$ cat src/rtl/branch_history_table.sv
// Branch history table of 2-bit saturating counters, indexed by fetch PC.
// The fetch-stage lookup is registered into decode together with its index,
// and the decode-stage branch outcome trains the entry that was looked up.
// Saturating branch and mispredict statistics are kept alongside.
module branch_history_table #(
  parameter int         INDEX_BITS   = 6,
  parameter logic [1:0] COUNTER_INIT = 2'b01,
  parameter int         STAT_BITS    = 16
) (
  input  logic                  clk,
  input  logic                  reset,
  input  logic [31:0]           pcF,
  input  logic                  stallD,
  input  logic                  flushD,
  input  logic                  branchD,
  input  logic                  equalD,
  output logic                  brbitD,
  output logic [INDEX_BITS-1:0] idxD,
  output logic [STAT_BITS-1:0]  branch_count,
  output logic [STAT_BITS-1:0]  mispredict_count
);

  localparam int ENTRIES = 1 << INDEX_BITS;

  logic [1:0]            bht_q [ENTRIES];
  logic [INDEX_BITS-1:0] idx_f;
  logic                  train;
  logic [1:0]            cur_ctr;
  logic [1:0]            next_ctr;
  logic [1:0]            eff_ctr;
  logic                  pred_f;
  logic                  unused_pc;

  // Word-aligned PC: the low two bits and the bits above the index never
  // select an entry, so aliasing PCs share one counter.
  assign idx_f     = pcF[INDEX_BITS+1:2];
  assign unused_pc = ^{pcF[31:INDEX_BITS+2], pcF[1:0]};

  // Training strength and next counter value, plus the write-to-read bypass
  // so a fetch of the entry being trained sees the updated counter.
  always_comb begin
    train    = branchD & ~stallD & ~flushD;
    cur_ctr  = bht_q[idxD];
    next_ctr = cur_ctr;
    if (equalD) begin
      if (cur_ctr != 2'd3) next_ctr = cur_ctr + 2'd1;
    end else begin
      if (cur_ctr != 2'd0) next_ctr = cur_ctr - 2'd1;
    end
    eff_ctr = bht_q[idx_f];
    if (train && (idx_f == idxD)) eff_ctr = next_ctr;
    pred_f = eff_ctr[1];
  end

  // Counter table: reset to the weak initial state, otherwise train the
  // entry of the branch currently in decode.
  always_ff @(posedge clk) begin
    if (!reset) begin
      for (int i = 0; i < ENTRIES; i++) bht_q[i] <= COUNTER_INIT;
    end else if (train) begin
      bht_q[idxD] <= next_ctr;
    end
  end

  // Decode-stage prediction register: flush clears, stall holds, else load.
  always_ff @(posedge clk) begin
    if (!reset) begin
      brbitD <= 1'b0;
      idxD   <= '0;
    end else if (flushD) begin
      brbitD <= 1'b0;
      idxD   <= '0;
    end else if (!stallD) begin
      brbitD <= pred_f;
      idxD   <= idx_f;
    end
  end

  // Statistics: count trained branches and those whose registered prediction
  // disagreed with the resolved outcome, both sticking at all-ones.
  always_ff @(posedge clk) begin
    if (!reset) begin
      branch_count     <= '0;
      mispredict_count <= '0;
    end else if (train) begin
      if (branch_count != '1) branch_count <= branch_count + 1'b1;
      if ((equalD != brbitD) && (mispredict_count != '1))
        mispredict_count <= mispredict_count + 1'b1;
    end
  end

endmodule
$ cat config.mk
export PLATFORM = sky130hd
export DESIGN_NAME = branch_history_table
export DESIGN_NICKNAME = d
export VERILOG_FILES = /design/src/rtl/branch_history_table.sv
export SDC_FILE = /design/constraint.sdc
export NUM_CORES = 1
export LEC_CHECK = 0
export ABC_CLOCK_PERIOD_IN_PS = 3900
export CORE_AREA = 2 2 153 155
export DETAILED_ROUTE_END_ITERATION = 6
export DIE_AREA = 0 0 155 157
export GPL_TIMING_DRIVEN = 0
export PLACE_DENSITY = 0.65
export SLEW_MARGIN = 0
export SYNTH_ARGS = -nofsm -noshare
export SYNTH_HDL_FRONTEND = slang
export SYNTH_SLANG_ARGS = --single-unit
$ cat constraint.sdc
create_clock -name clk -period 3.9 [get_ports clk]
set_input_delay 0.585 -clock clk [delete_from_list [all_inputs] [get_ports clk]]
set_output_delay 0.585 -clock clk [all_outputs]
set_load 0.005 [all_outputs]
# Word level (Yosys, flattened, before mapping)

Memories as Yosys holds them, arrays and structs flattened. A register that Yosys moved wholly into a read port is not among the register bits.
Cells that the tools add are included.

Muxes and demuxes: 12
Shift operators: 0
Div/mod/pow operators: 0
Equal/unequal tests: 4
Reduce and logical (&&, ||, !) cells: 7
Add/subtract/negate cells: 4
Bitwise operators: 5
$lt $le $gt $ge: 0
$mul: 0

Operators with widths:

| operator                                         | number |
|---|---|
| adder 16 x 1 -> 16 bit, second input constant    | 2 |
| inequality test 16 bit, second input constant    | 2 |
| two-way mux 6 bit                                | 3 |
| two-way mux 2 bit                                | 4 |
| two-way mux 1 bit                                | 5 |
| AND reduction 2 bit                              | 2 |
| OR reduction 2 bit                               | 2 |
| NOT 1 bit                                        | 3 |
| adder 2 x 1 -> 2 bit, second input constant      | 1 |
| AND 1 bit                                        | 2 |
| inequality test 2 bit, second input constant     | 1 |
| nonzero test 2 bit                               | 1 |
| subtractor 2 x 1 -> 2 bit, second input constant | 1 |
| logical AND 1 bit                                | 1 |
| zero test 1 bit                                  | 1 |
| inequality test 1 bit                            | 1 |

Memories: 1
Word-level logic and storage cells: 36
Memory bits (read-only): 0
Register bits: 38
Bits in latches: 0
Memory bits (writable): 128

Memories:

| memory | depth | width | read ports | clocked after Yosys merged registers in | write ports | line | RTL |
|---|---|---|---|---|---|---|---|
| bht_q  | 64    | 2     | 2          | 2                                       | 64          | 25   | `logic [1:0] bht_q [ENTRIES];` |

# Longest topological paths before layout

Depth after elaboration: 8
Depth in mapped cells: 13

# Worst setup path after synthesis

OpenSTA, ideal clock, no wires.

Path type: input -> register
Start: input port pcF[2]
End: register brbitD, read port of bht_q
Cell stages on the path: 9
Arrival: 2.878 ns
Path slack: 0.902 ns
Setup time: 0.120 ns
Cells stage by stage: buf_2 -> buf_1 -> mux4_2 -> mux4_2 -> mux2i_1 -> nand2_1 -> o21ai_0 -> nor2_1 -> o31a_1

RTL lines:

| item               | line | RTL |
|---|---|---|
| start: declaration | 12   | `input logic [31:0] pcF,` |
| end: declaration   | 17   | `output logic brbitD,` |

==> run summary <==
The total chip power came out at 0.00405 W. The unique cell type count in the Yosys netlist came out at 42. The final hold violation count is 0. The number of placed instances, taps included, is 1,114. Row generation in the floorplan step produced 55 rows. The number of enable-type register cells in the synthesized netlist is 128. The clock passes through at most 2 buffers. The final setup violation count is 0. Clock skew on the completed layout was measured at 0.00768 ns. Detailed placement finished with a half-perimeter wire length of 18,100 um. Post-CTS repair changed the size of 0 cells. The maximum number of pins on one net before global-route repair is 17. The critical path runs through a total of 13 cells. The count of nets after finishing is 888. The first routing iteration left 738 violations. Walking the worst path, the cells encountered are buf_2 -> buf_6 -> buf_2 -> mux4_2 -> nor2b_1 -> a211oi_1 -> a21oi_1 -> a221o_1 -> a21oi_1 -> o21bai_1 -> buf_4 -> buf_6 -> nor3_1. The tool flagged a number of max-cap violations equal to 0. The combined global-route utilization of all metal layers came out at 22.1%. The arrival time at the worst endpoint came out at 3.66 ns.

The antenna violation net count after detailed routing came out at 0. Of the synthesized area, sequential elements account for 53.1%. Setup repair after global routing left no endpoint under its margin. The clock root buffer is sky130_fd_sc_hd__clkbuf_16. The number of buffers inserted for hold repair after clock tree synthesis came out at 0. From left edge to right edge, the die measures 155 um.

The number of antenna diodes is 0. The share of the clock period used by the worst path came out at 90.1%. The worst min-delay path startpoint is mispredict_count[9]$_SDFFE_PN0P_. In this run the worst setup path terminates at bht_q[58][1]$_SDFFCE_PN0P_. Of the cells placed in the final design, the portion with a size suffix greater than 1 is 13.7%. In this run the worst path has a maximum fanout of 10. The final wirelength came out at 25,700 um.

STA classifies the critical path endpoint as a register. The total standard cell area after synthesis came out at 8940 um^2. Derived from the worst setup path, the maximum achievable clock frequency is 285 MHz. The multi-input combinational cells in the finished layout cover a total of 3740 um^2.

TritonCTS built the clock tree. The most used flip-flop cell after synthesis is sky130_fd_sc_hd__edfxtp_1. The Yosys step of the flow raised 0 warnings. The total overflow reported by the global router is 0. Counting flops with an async set or reset pin after synthesis yields a share of 0%. The count of buffers from port buffering came out at 45. The kind of critical path is register to register. The worst path setup slack after routing came out at 0.387 ns.

The core area came out at 22,500 um^2. The floorplan die area came out at 24,300 um^2. The maximum vdd drop came out at 0.249 mV. The flop and latch count out of synthesis is 173. The number of sinks driven by the clock tree came out at 173. The vertical extent of the die is 157 um. The insertion delay of the later-clocked pin in the worst-skew pair is 0.44 ns. The total number of H-tree levels is 4. The number of antenna violations at the first check in global routing is 0. The number of max-slew violations in the final report came to 0. The utilization after layout is 45.8%. The pre-CTS setup slack is 0.224 ns. The I/O pin count came out at 77.

The post-CTS setup-driven buffer insertion count came out at 0. The initial core utilization is 39.7%. The via-per-instance ratio is 5.82.

Setup total negative slack on the finished layout was measured at 0 ns. The number of filler cells placed in the layout came out at 2,054. The worst hold path belongs to the class register to register. The library cell used most frequently in the layout, excluding fill and tap cells, is sky130_fd_sc_hd__edfxtp_1. The average routed wire per standard cell came out at 22.4 um. The synthesis-to-finish area growth is 15.3%. The actual transition at the worst max-transition pin is 0.960 ns. The worst reg-to-reg setup slack came out at 0.39 ns. The sequential cells in the finished layout cover a total of 4740 um^2. The post-CTS clock slew at the launch and capture registers of the worst setup and hold paths is 0.07 ns. The vias after detailed routing is 6,675. The nature of the critical path startpoint is a register. The leakage power is 3.03 nW. The number of global-route vias before repair came out at 6,740. The family of cells with the greatest summed delay on the critical path is buffers and inverters.

The top cell types in the final layout, fill and taps aside, are sky130_fd_sc_hd__edfxtp_1 (128), sky130_fd_sc_hd__nand2_1 (89), sky130_fd_sc_hd__nor2_1 (82). The DRC violations left came out at 0. At the end of routability-driven placement, the weighted congestion stood at 0.903. The count of mapped cells out of synthesis came out at 784. The run finished with clean final reports. The data required time at the worst endpoint is 4.05 ns. The count of cells along the worst register-to-register path came out at 13. The slowest library cell on the worst path is sky130_fd_sc_hd__a221o_1. The total buffers and inverters traversed by the critical path is 5. The delay of the slowest cell on the worst path is 0.44 ns. Counting every net in the synthesized netlist gives 824. A synthesized cell averages 11.4 um^2. In this run the power density over the cells is 393 nW/um^2. The number of iterations in the first detailed-routing pass is 6. The number of buffers inserted during clock tree synthesis came out at 17. The first global-routing pass estimated 39,700 um of wire.

The finished layout holds 1,146 standard cells, fillers aside. The worst max-slew margin expressed relative to the limit is 36.0%. After layout, the minimum clock period comes to 3.51 ns.

In this run the critical register-to-register path is captured at bht_q[58][1]$_SDFFCE_PN0P_.
## worst min-delay path, stage by stage, from the launching register on
cell and delay, ns:
sky130_fd_sc_hd__dfxtp_1 0.33, sky130_fd_sc_hd__o21ai_0 0.07, sky130_fd_sc_hd__a21boi_0 0.07
## metal layers
metal / GRT usage [%] / part of all wire (%) / vias up
li1: - / - / 2991
met1: 28.4 / 39 / 3220
met2: 36.0 / 47 / 401
met3: 5.09 / 9.7 / 63
met4: 9.57 / 3.4 / 0
met5: 0 / 0 / -
## where the power goes
part	switching, W	internal [W]
Clock	0.000750	0.000891
Combinational	0.000240	0.000146
Sequential	0.0000199	0.00200
Total	0.00101	0.00304
## sequential cells by signal (all words and copies together) (netlist names), named ones only
name	count
brbitD	1
bht_q	128
idxD	6
branch_count	16
mispredict_count	16
## worst min path at each step
stage	endpoint	slack (ns)	cells after the start
2_1_floorplan	mispredict_count[9]$_SDFFE_PN0P_	0.49	2
3_3_place_gp	mispredict_count[9]$_SDFFE_PN0P_	0.49	2
3_5_place_dp	mispredict_count[13]$_SDFFE_PN0P_	0.52	2
4_1_cts	mispredict_count[13]$_SDFFE_PN0P_	0.53	2
5_1_grt	mispredict_count[9]$_SDFFE_PN0P_	0.56	2
6_report	mispredict_count[9]$_SDFFE_PN0P_	0.52	2
## stage by stage
step,cell area [um^2],hold WS (ns)
CTS,10300,0.529
global route,10300,0.557
detailed placement,9750,0.519
floorplan,8940,0.489
global placement,9750,0.494
finish,10300,0.522
## cell type report
cell class | instances | area share, %
Tap cell | 285 | 3.46
Clock buffer | 20 | 4.64
Timing Repair Buffer | 45 | 4.37
Clock inverter | 12 | 0.777
Buffer | 81 | 4.19
Sequential cell | 173 | 46.0
Inverter | 6 | 0.219
Multi-Input combinational cell | 524 | 36.3
## cells by family after synthesis
group | count (synthesis) | synth area share, %
AO/OA/AOI/OAI | 96 | 6.02
XOR/XNOR | 31 | 3.04
adder cells (fa/ha/maj) | 3 | 0.406
buffers and inverters | 87 | 5.08
flip-flops | 173 | 53.1
multiplexers | 74 | 15.7
AND/OR/NAND/NOR | 320 | 16.7
## synth_stat cells (all sizes together), types with 7 or more instances
master	n	area (um^2)
nand2	89	334
mux4	52	1170
mux2i	15	150
edfxtp	128	3840
nor2b	9	56.3
o21ai	70	350
dfxtp	45	901
and2	24	150
mux2	7	78.8
nand3	15	75.1
nand4	10	62.6
nor3	63	315
nor2	82	308
xor2	8	70.1
clkbuf	55	206
xnor2	23	201
a21boi	7	52.6
buf	26	225
No activity file was read; power rests on OpenSTA's default activity.
